--- src/rtl/oursring_req_mux2.sv ---
// 2:1 merger for the oursring request interface: AR arbitrated per beat,
// AW+W arbitrated per write burst and locked to the owner until wlast.
package oursring_pkg;
    typedef struct packed {
        logic [3:0]  awid;
        logic [39:0] awaddr;
        logic [7:0]  awlen;
    } oursring_req_if_aw_t;

    typedef struct packed {
        logic [63:0] wdata;
        logic [7:0]  wstrb;
        logic        wlast;
    } oursring_req_if_w_t;

    typedef struct packed {
        logic [3:0]  arid;
        logic [39:0] araddr;
        logic [7:0]  arlen;
    } oursring_req_if_ar_t;
endpackage

module oursring_req_mux2
    import oursring_pkg::*;
#(
    parameter int RR_EN      = 1,
    parameter int MAX_WBEATS = 16
) (
    input  logic                clk,
    input  logic                rst,
    input  oursring_req_if_aw_t s0_req_if_aw,
    input  logic                s0_req_if_awvalid,
    output logic                s0_req_if_awready,
    input  oursring_req_if_w_t  s0_req_if_w,
    input  logic                s0_req_if_wvalid,
    output logic                s0_req_if_wready,
    input  oursring_req_if_ar_t s0_req_if_ar,
    input  logic                s0_req_if_arvalid,
    output logic                s0_req_if_arready,
    input  oursring_req_if_aw_t s1_req_if_aw,
    input  logic                s1_req_if_awvalid,
    output logic                s1_req_if_awready,
    input  oursring_req_if_w_t  s1_req_if_w,
    input  logic                s1_req_if_wvalid,
    output logic                s1_req_if_wready,
    input  oursring_req_if_ar_t s1_req_if_ar,
    input  logic                s1_req_if_arvalid,
    output logic                s1_req_if_arready,
    output oursring_req_if_aw_t m_req_if_aw,
    output logic                m_req_if_awvalid,
    input  logic                m_req_if_awready,
    output oursring_req_if_w_t  m_req_if_w,
    output logic                m_req_if_wvalid,
    input  logic                m_req_if_wready,
    output oursring_req_if_ar_t m_req_if_ar,
    output logic                m_req_if_arvalid,
    input  logic                m_req_if_arready,
    output logic                o_wr_busy,
    output logic                o_wlen_err
);
    localparam int CW = $clog2(MAX_WBEATS + 1);
    localparam logic [CW-1:0] MAX_CNT = CW'(MAX_WBEATS);
    localparam logic [0:0] W_IDLE = 1'b0;
    localparam logic [0:0] W_DATA = 1'b1;

    logic          ar_ptr_q, ar_ptr_d, ar_hold_q, ar_hold_d, ar_gnt_q, ar_gnt_d, ar_gnt;
    logic          wr_ptr_q, wr_ptr_d, aw_hold_q, aw_hold_d, aw_gnt_q, aw_gnt_d, aw_gnt;
    logic          owner_q, owner_d, wlen_err_q, wlen_err_d;
    logic [0:0]    state_q, state_d;
    logic [CW-1:0] beat_cnt_q, beat_cnt_d, beat_nxt;
    logic          in_idle, in_data, aw_hs, w_hs;

    // A stalled grant is replayed from the flops so a late-arriving
    // competitor cannot steal the port mid-handshake.
    always_comb begin
        if (ar_hold_q)
            ar_gnt = ar_gnt_q;
        else if (s0_req_if_arvalid && s1_req_if_arvalid)
            ar_gnt = (RR_EN != 0) ? ar_ptr_q : 1'b0;
        else
            ar_gnt = s1_req_if_arvalid;

        m_req_if_ar       = ar_gnt ? s1_req_if_ar : s0_req_if_ar;
        m_req_if_arvalid  = !rst && (ar_gnt ? s1_req_if_arvalid : s0_req_if_arvalid);
        s0_req_if_arready = !rst && !ar_gnt && s0_req_if_arvalid && m_req_if_arready;
        s1_req_if_arready = !rst &&  ar_gnt && s1_req_if_arvalid && m_req_if_arready;

        ar_hold_d = m_req_if_arvalid && !m_req_if_arready;
        ar_gnt_d  = ar_gnt;
        ar_ptr_d  = (m_req_if_arvalid && m_req_if_arready) ? !ar_gnt : ar_ptr_q;
    end

    always_comb begin
        in_idle = (state_q == W_IDLE);
        in_data = (state_q == W_DATA);

        if (aw_hold_q)
            aw_gnt = aw_gnt_q;
        else if (s0_req_if_awvalid && s1_req_if_awvalid)
            aw_gnt = (RR_EN != 0) ? wr_ptr_q : 1'b0;
        else
            aw_gnt = s1_req_if_awvalid;

        m_req_if_aw       = aw_gnt ? s1_req_if_aw : s0_req_if_aw;
        m_req_if_awvalid  = !rst && in_idle && (aw_gnt ? s1_req_if_awvalid : s0_req_if_awvalid);
        s0_req_if_awready = !rst && in_idle && !aw_gnt && s0_req_if_awvalid && m_req_if_awready;
        s1_req_if_awready = !rst && in_idle &&  aw_gnt && s1_req_if_awvalid && m_req_if_awready;

        m_req_if_w        = owner_q ? s1_req_if_w : s0_req_if_w;
        m_req_if_wvalid   = !rst && in_data && (owner_q ? s1_req_if_wvalid : s0_req_if_wvalid);
        s0_req_if_wready  = !rst && in_data && !owner_q && m_req_if_wready;
        s1_req_if_wready  = !rst && in_data &&  owner_q && m_req_if_wready;

        aw_hs    = m_req_if_awvalid && m_req_if_awready;
        w_hs     = m_req_if_wvalid && m_req_if_wready;
        beat_nxt = beat_cnt_q + CW'(1);

        aw_hold_d  = m_req_if_awvalid && !m_req_if_awready;
        aw_gnt_d   = aw_gnt;
        state_d    = state_q;
        owner_d    = owner_q;
        wr_ptr_d   = wr_ptr_q;
        beat_cnt_d = beat_cnt_q;
        wlen_err_d = 1'b0;

        if (aw_hs) begin
            state_d    = W_DATA;
            owner_d    = aw_gnt;
            beat_cnt_d = '0;
        end
        if (w_hs) begin
            beat_cnt_d = (beat_cnt_q == MAX_CNT) ? MAX_CNT : beat_nxt;
            if (m_req_if_w.wlast) begin
                state_d  = W_IDLE;
                wr_ptr_d = !owner_q;
            end else if (beat_nxt == MAX_CNT) begin
                wlen_err_d = 1'b1;
            end
        end
    end

    always_ff @(posedge clk) begin
        if (rst) begin
            ar_ptr_q   <= 1'b0;
            ar_hold_q  <= 1'b0;
            ar_gnt_q   <= 1'b0;
            wr_ptr_q   <= 1'b0;
            aw_hold_q  <= 1'b0;
            aw_gnt_q   <= 1'b0;
            owner_q    <= 1'b0;
            state_q    <= W_IDLE;
            beat_cnt_q <= '0;
            wlen_err_q <= 1'b0;
        end else begin
            ar_ptr_q   <= ar_ptr_d;
            ar_hold_q  <= ar_hold_d;
            ar_gnt_q   <= ar_gnt_d;
            wr_ptr_q   <= wr_ptr_d;
            aw_hold_q  <= aw_hold_d;
            aw_gnt_q   <= aw_gnt_d;
            owner_q    <= owner_d;
            state_q    <= state_d;
            beat_cnt_q <= beat_cnt_d;
            wlen_err_q <= wlen_err_d;
        end
    end

    assign o_wr_busy  = (state_q == W_DATA);
    assign o_wlen_err = wlen_err_q;
endmodule

--- config.mk ---
export PLATFORM = sky130hd
export DESIGN_NAME = oursring_req_mux2
export DESIGN_NICKNAME = d
export VERILOG_FILES = /design/src/rtl/oursring_req_mux2.sv
export SDC_FILE = /design/constraint.sdc
export NUM_CORES = 1
export LEC_CHECK = 0
export CAP_MARGIN = 5
export CORE_AREA = 2 2 213 215
export DETAILED_ROUTE_END_ITERATION = 12
export DIE_AREA = 0 0 215 217
export GPL_ROUTABILITY_DRIVEN = 0
export PLACE_DENSITY = 0.36
export RECOVER_POWER = 25
export SETUP_SLACK_MARGIN = 0.5
export SYNTH_ARGS = -nofsm -noshare
export SYNTH_HDL_FRONTEND = slang
export SYNTH_SLANG_ARGS = --single-unit
--- constraint.sdc ---
create_clock -name clk -period 1.68 [get_ports clk]
set_input_delay 0.336 -clock clk [delete_from_list [all_inputs] [get_ports clk]]
set_output_delay 0.336 -clock clk [all_outputs]
set_load 0.02 [all_outputs]
# Word-level counts from Yosys, hierarchy flattened
# Index checks and enable logic that the tools add are counted.
# word_totals
reg_bits,14
latch_bits,0
mem_bits_rw,0
mem_bits_ro,0
inputBits,365
out_inout_bits,188
word_cells,69
mem_count,0
# op_classes
addsub,1
n_mul,0
div,0
magnitude_cmp,0
eq_ne,2
shift,0
n_mux,17
n_bitwise,2
reduce_logical,37
# ops
cell,count
two-way mux 52 bit,2
two-way mux 73 bit,1
logical AND 1 bit,28
two-way mux 5 bit,3
two-way mux 1 bit,11
"== test 5 bit, second input constant",2
zero test 1 bit,6
"adder 5 x 1 -> 5 bit, second input constant",1
OR reduction 3 bit,1
NOT 1 bit,2
AND reduction 2 bit,1
nonzero test 2 bit,1

# Depth between registers and ports, before layout
# logic_depth
word_depth,9
depth_mapped,6

# Least setup slack after synthesis
# OpenSTA, ideal clock, no wires.
# synth_path
path_type,in2out
startpoint,input s0_req_if_arvalid
endpoint,output m_req_if_ar[25] (netlist bit)
t_arrival_ps,1417
required_ps,1344
slack_ps,-73
stages,5
cell_sequence,nor2b_1 > o31ai_2 > buf_4 > buf_6 > mux2_2
# synth_lines
element,line,rtl
start: declaration,38,"input logic s0_req_if_arvalid,"
end: declaration,55,"output oursring_req_if_ar_t m_req_if_ar,"

==> impl_metrics.csv <==
group,metric,value,unit
status,status,"finished, violations left",
status,violations,"negative setup slack",
sta,setup_slack,-0.534,ns
die,pin_count,553,
die,core,0.0447,mm²
cts,cts_buffers,3,
route,routedWlPerCell,18.0,µm
sta,rsz0062_at_grt,"true",
sta,hold-worst-slack,0.501,ns
die,dieArea,0.0467,mm²
cts,cts_hold_buf,0,
route,drc_errors,0,
job,maxCapViolCount,0,
setup_path,crit_path_max_incr_delay,0.35,ns
route,via_per_inst,3.24,
setup_path,r2r_cells,12,
sta,fin_crit_sh,1.32,
layout,nets,1354,
min_path,holdCritPathClass,"in2reg",
route,vias,5141,
setup_path,cp_max_fo,8,
layout,drive_gt1_frac,0.589,
power_and_ir_drop,leakage,5.36,nW
setup_path,end_kind,"output port",
route,drtIter0Drc,132,
setup_path,critPathRequiredTime,1.34,ns
cts,clk_path_buf_depth,2,
route,ant_nets,0,
global_routing,grt_max_degree,9,
global_routing,gr-usage-met1,0.132,
global_routing,use_met3,0.0264,
cts,cts_tree,"built",
die,start_util,0.0647,
setup_path,startpoint_type,"register",
setup_path,critPathSlowestCell,"dfxtp_4",
sta,max_clock_freq,452,MHz
die,dieHeight,217,µm
sta,setup_viol,195,
place,dp_hpwl,23500,µm
place,portBuffers,552,
logic_synthesis,ys_seq_area_frac,0.0968,
sta,relSlewSlack,0.780,
logic_synthesis,synth_nets,654,
layout,register_area,297,µm²
cts,cts-root-buf,"clkbuf_16",
cts,clk_latency,0.26,ns
logic_synthesis,syn_inst,287,
power_and_ir_drop,powerDensity,367,mW/mm²
layout,multi_input_area,0.00339,mm²
die,die-width,215,µm
layout,areaGrowthSynthToFinish,331,%
logic_synthesis,netlist_area,0.00289,mm²
global_routing,grt_pass1_vias,5160,
global_routing,gr-usage-met2,0.217,
global_routing,gr-max-usage-layer,"met2",
die,num_rows,78,
power_and_ir_drop,ir_drop,0.206,mV
min_path,hold_depth,3,
cts,clock-sinks,14,
sta,hold_violations,0,
logic_synthesis,ys_types,38,
global_routing,overflow,0,
setup_path,arrival,1.88,ns
sta,period_minus_slack,2.21,ns
global_routing,track_usage,0.113,
setup_path,crit_type,"reg2out",
sta,timing.setup.tns,-66.60,ns
cts,htreeDepth,1,
cts,clk_pin_slew,0.06,ns
logic_synthesis,ys_ff_latch,14,
place,dp_slack,-1.10,ns
setup_path,path_cells,"nand2b_4 > o21ai_4 > buf_12 > buf_16 > buf_6 > buf_12 > mux2_4 > buf_6",
layout,utilization,0.279,
route,drt-pass1-iter-count,4,
global_routing,antenna_found_initial,4,
sta,skew,0.00266,ns
route,drt-total-wl,28600,µm
logic_synthesis,synth_warnings,0,
global_routing,grt_first_pass_wirelength,38300,µm
sta,tightest_slew,0.331,ns
layout,n_fill_cell,4782,
logic_synthesis,avgSynthCellArea,10.1,µm²
sta,drv_slew,0,
==> report_power, final <==
part / total (W) / internal, W / leakage [nW] / switching (W)
clock: 0.000558 / 0.000364 / 0.0442 / 0.000195
sequential: 0.000355 / 0.000343 / 0.118 / 0.0000124
combinational: 0.00367 / 0.00238 / 5.20 / 0.00129
==> synth_stat cells <==
cell,n,share of area
clkbuf_1,1,0.0013
and3_1,3,0.0065
o21ai_1,1,0.0017
a2bb2oi_1,1,0.0030
a31oi_1,2,0.0043
nand2b_1,3,0.0065
a211oi_1,2,0.0052
nor3_1,4,0.0069
a21o_1,1,0.0026
o31ai_2,1,0.0043
a311oi_1,1,0.0030
buf_4,6,0.016
buf_2,12,0.021
nand2_1,7,0.0091
a21boi_0,1,0.0026
nor4bb_1,1,0.0035
nor3_2,1,0.0035
mux2i_4,1,0.0078
inv_1,5,0.0065
nor4b_1,1,0.0030
a211o_1,2,0.0061
o21bai_1,1,0.0026
buf_6,3,0.012
o22ai_1,1,0.0022
nor4_1,1,0.0022
ha_1,2,0.0086
nand3b_1,1,0.0026
or3_4,1,0.0039
nor3b_1,3,0.0078
nor2_2,1,0.0022
a21oi_1,6,0.010
dfxtp_1,14,0.097
mux2_2,177,0.69
nand3_1,3,0.0052
nor2b_1,5,0.011
o21ba_2,1,0.0035
nor2_1,8,0.010
mux2i_1,2,0.0069
==> metrics by stage <==
stage               total power [W]  instance area, µm²  instances
finish                      0.00459               12500       1588
floorplan                   0.00164                3760        287
detailed placement          0.00341               10300       1473
CTS                         0.00441               11600       1552
global placement            0.00342               10300       1473
global route                0.00481               12500       1587
==> routing by layer <==
layer	up-vias	part of all wire
met5	-	0
met4	0	0.0079
met1	2385	0.39
li1	2486	-
met2	256	0.54
met3	14	0.062
==> area by class of cell <==
class                   count  area share
repair buffers            717       0.636
well taps                 600      0.0602
multi-input cells         246       0.271
clock buffers               4     0.00712
diodes                      2    0.000401
flip-flops and latches     14      0.0238
inverters                   5     0.00170
==> worst max-delay path: cells and delay by family (launching register included) <==
family                 cells  cell delay [ns]
AOI/OAI and AO/OA          1             0.20
buffers and inverters      5             0.62
DFF                        1             0.35
muxes                      1             0.30
and+or+nand+nor            1             0.14
==> sequential cells by signal, summed over array words and instances, names as in the netlist <==
name	count
ar_gnt_q	1
ar_hold_q	1
ar_ptr_q	1
aw_gnt_q	1
aw_hold_q	1
beat_cnt_q	5
o_wlen_err	1
o_wr_busy	1
owner_q	1
wr_ptr_q	1
==> layout by cell type (no fill, tap or decap), types with 2 or more instances in the layout <==
cell type,instances
a211o_1,2
clkbuf_16,3
nor2_4,6
diode_2,2
nor2b_1,2
dlygate4sd2_1,3
mux2_4,177
nor2_1,3
dfxtp_1,7
nor3_2,3
buf_12,21
clkdlybuf4s15_1,3
a21oi_1,4
buf_16,13
nand3_1,3
clkdlybuf4s50_1,357
buf_8,17
buf_6,266
nand2_4,2
inv_1,3
mux2i_4,2
nor3b_4,3
nand2_1,5
a21oi_2,2
dfxtp_4,3
and3_4,2
nand2b_1,2
dfxtp_2,4
buf_4,35
nor2b_4,3
==> kinds of logic (layout without fill, tap and decap cells) <==
kind of cell	count (synthesis)	count (layout)	share of synthesized area
and+or+nand+nor	43	43	0.0839
muxes	180	180	0.703
buffers and inverters	27	726	0.0558
other	0	2	0
DFF	14	14	0.0968
AOI/OAI and AO/OA	21	21	0.0515
adders and majority gates	2	2	0.00865
==> timing repair <==
item                       4_1_cts  5_1_grt
cloned                          12        0
pin swaps                        8       14
setup endpoints to repair      202      199
gates resized for setup       1146      180
buffers inserted                63       34
==> final timing paths <==
check | start | end | slack (ns)
max | aw_hold_q | m_req_if_aw[23] | -0.53
min | m_req_if_awready | aw_hold_q | 0.50
max reg2reg | ar_ptr_q | ar_hold_q | -0.19
min reg2reg | beat_cnt_q[4] | beat_cnt_q[4] | 0.50
No activity file was read; power rests on OpenSTA's default activity.
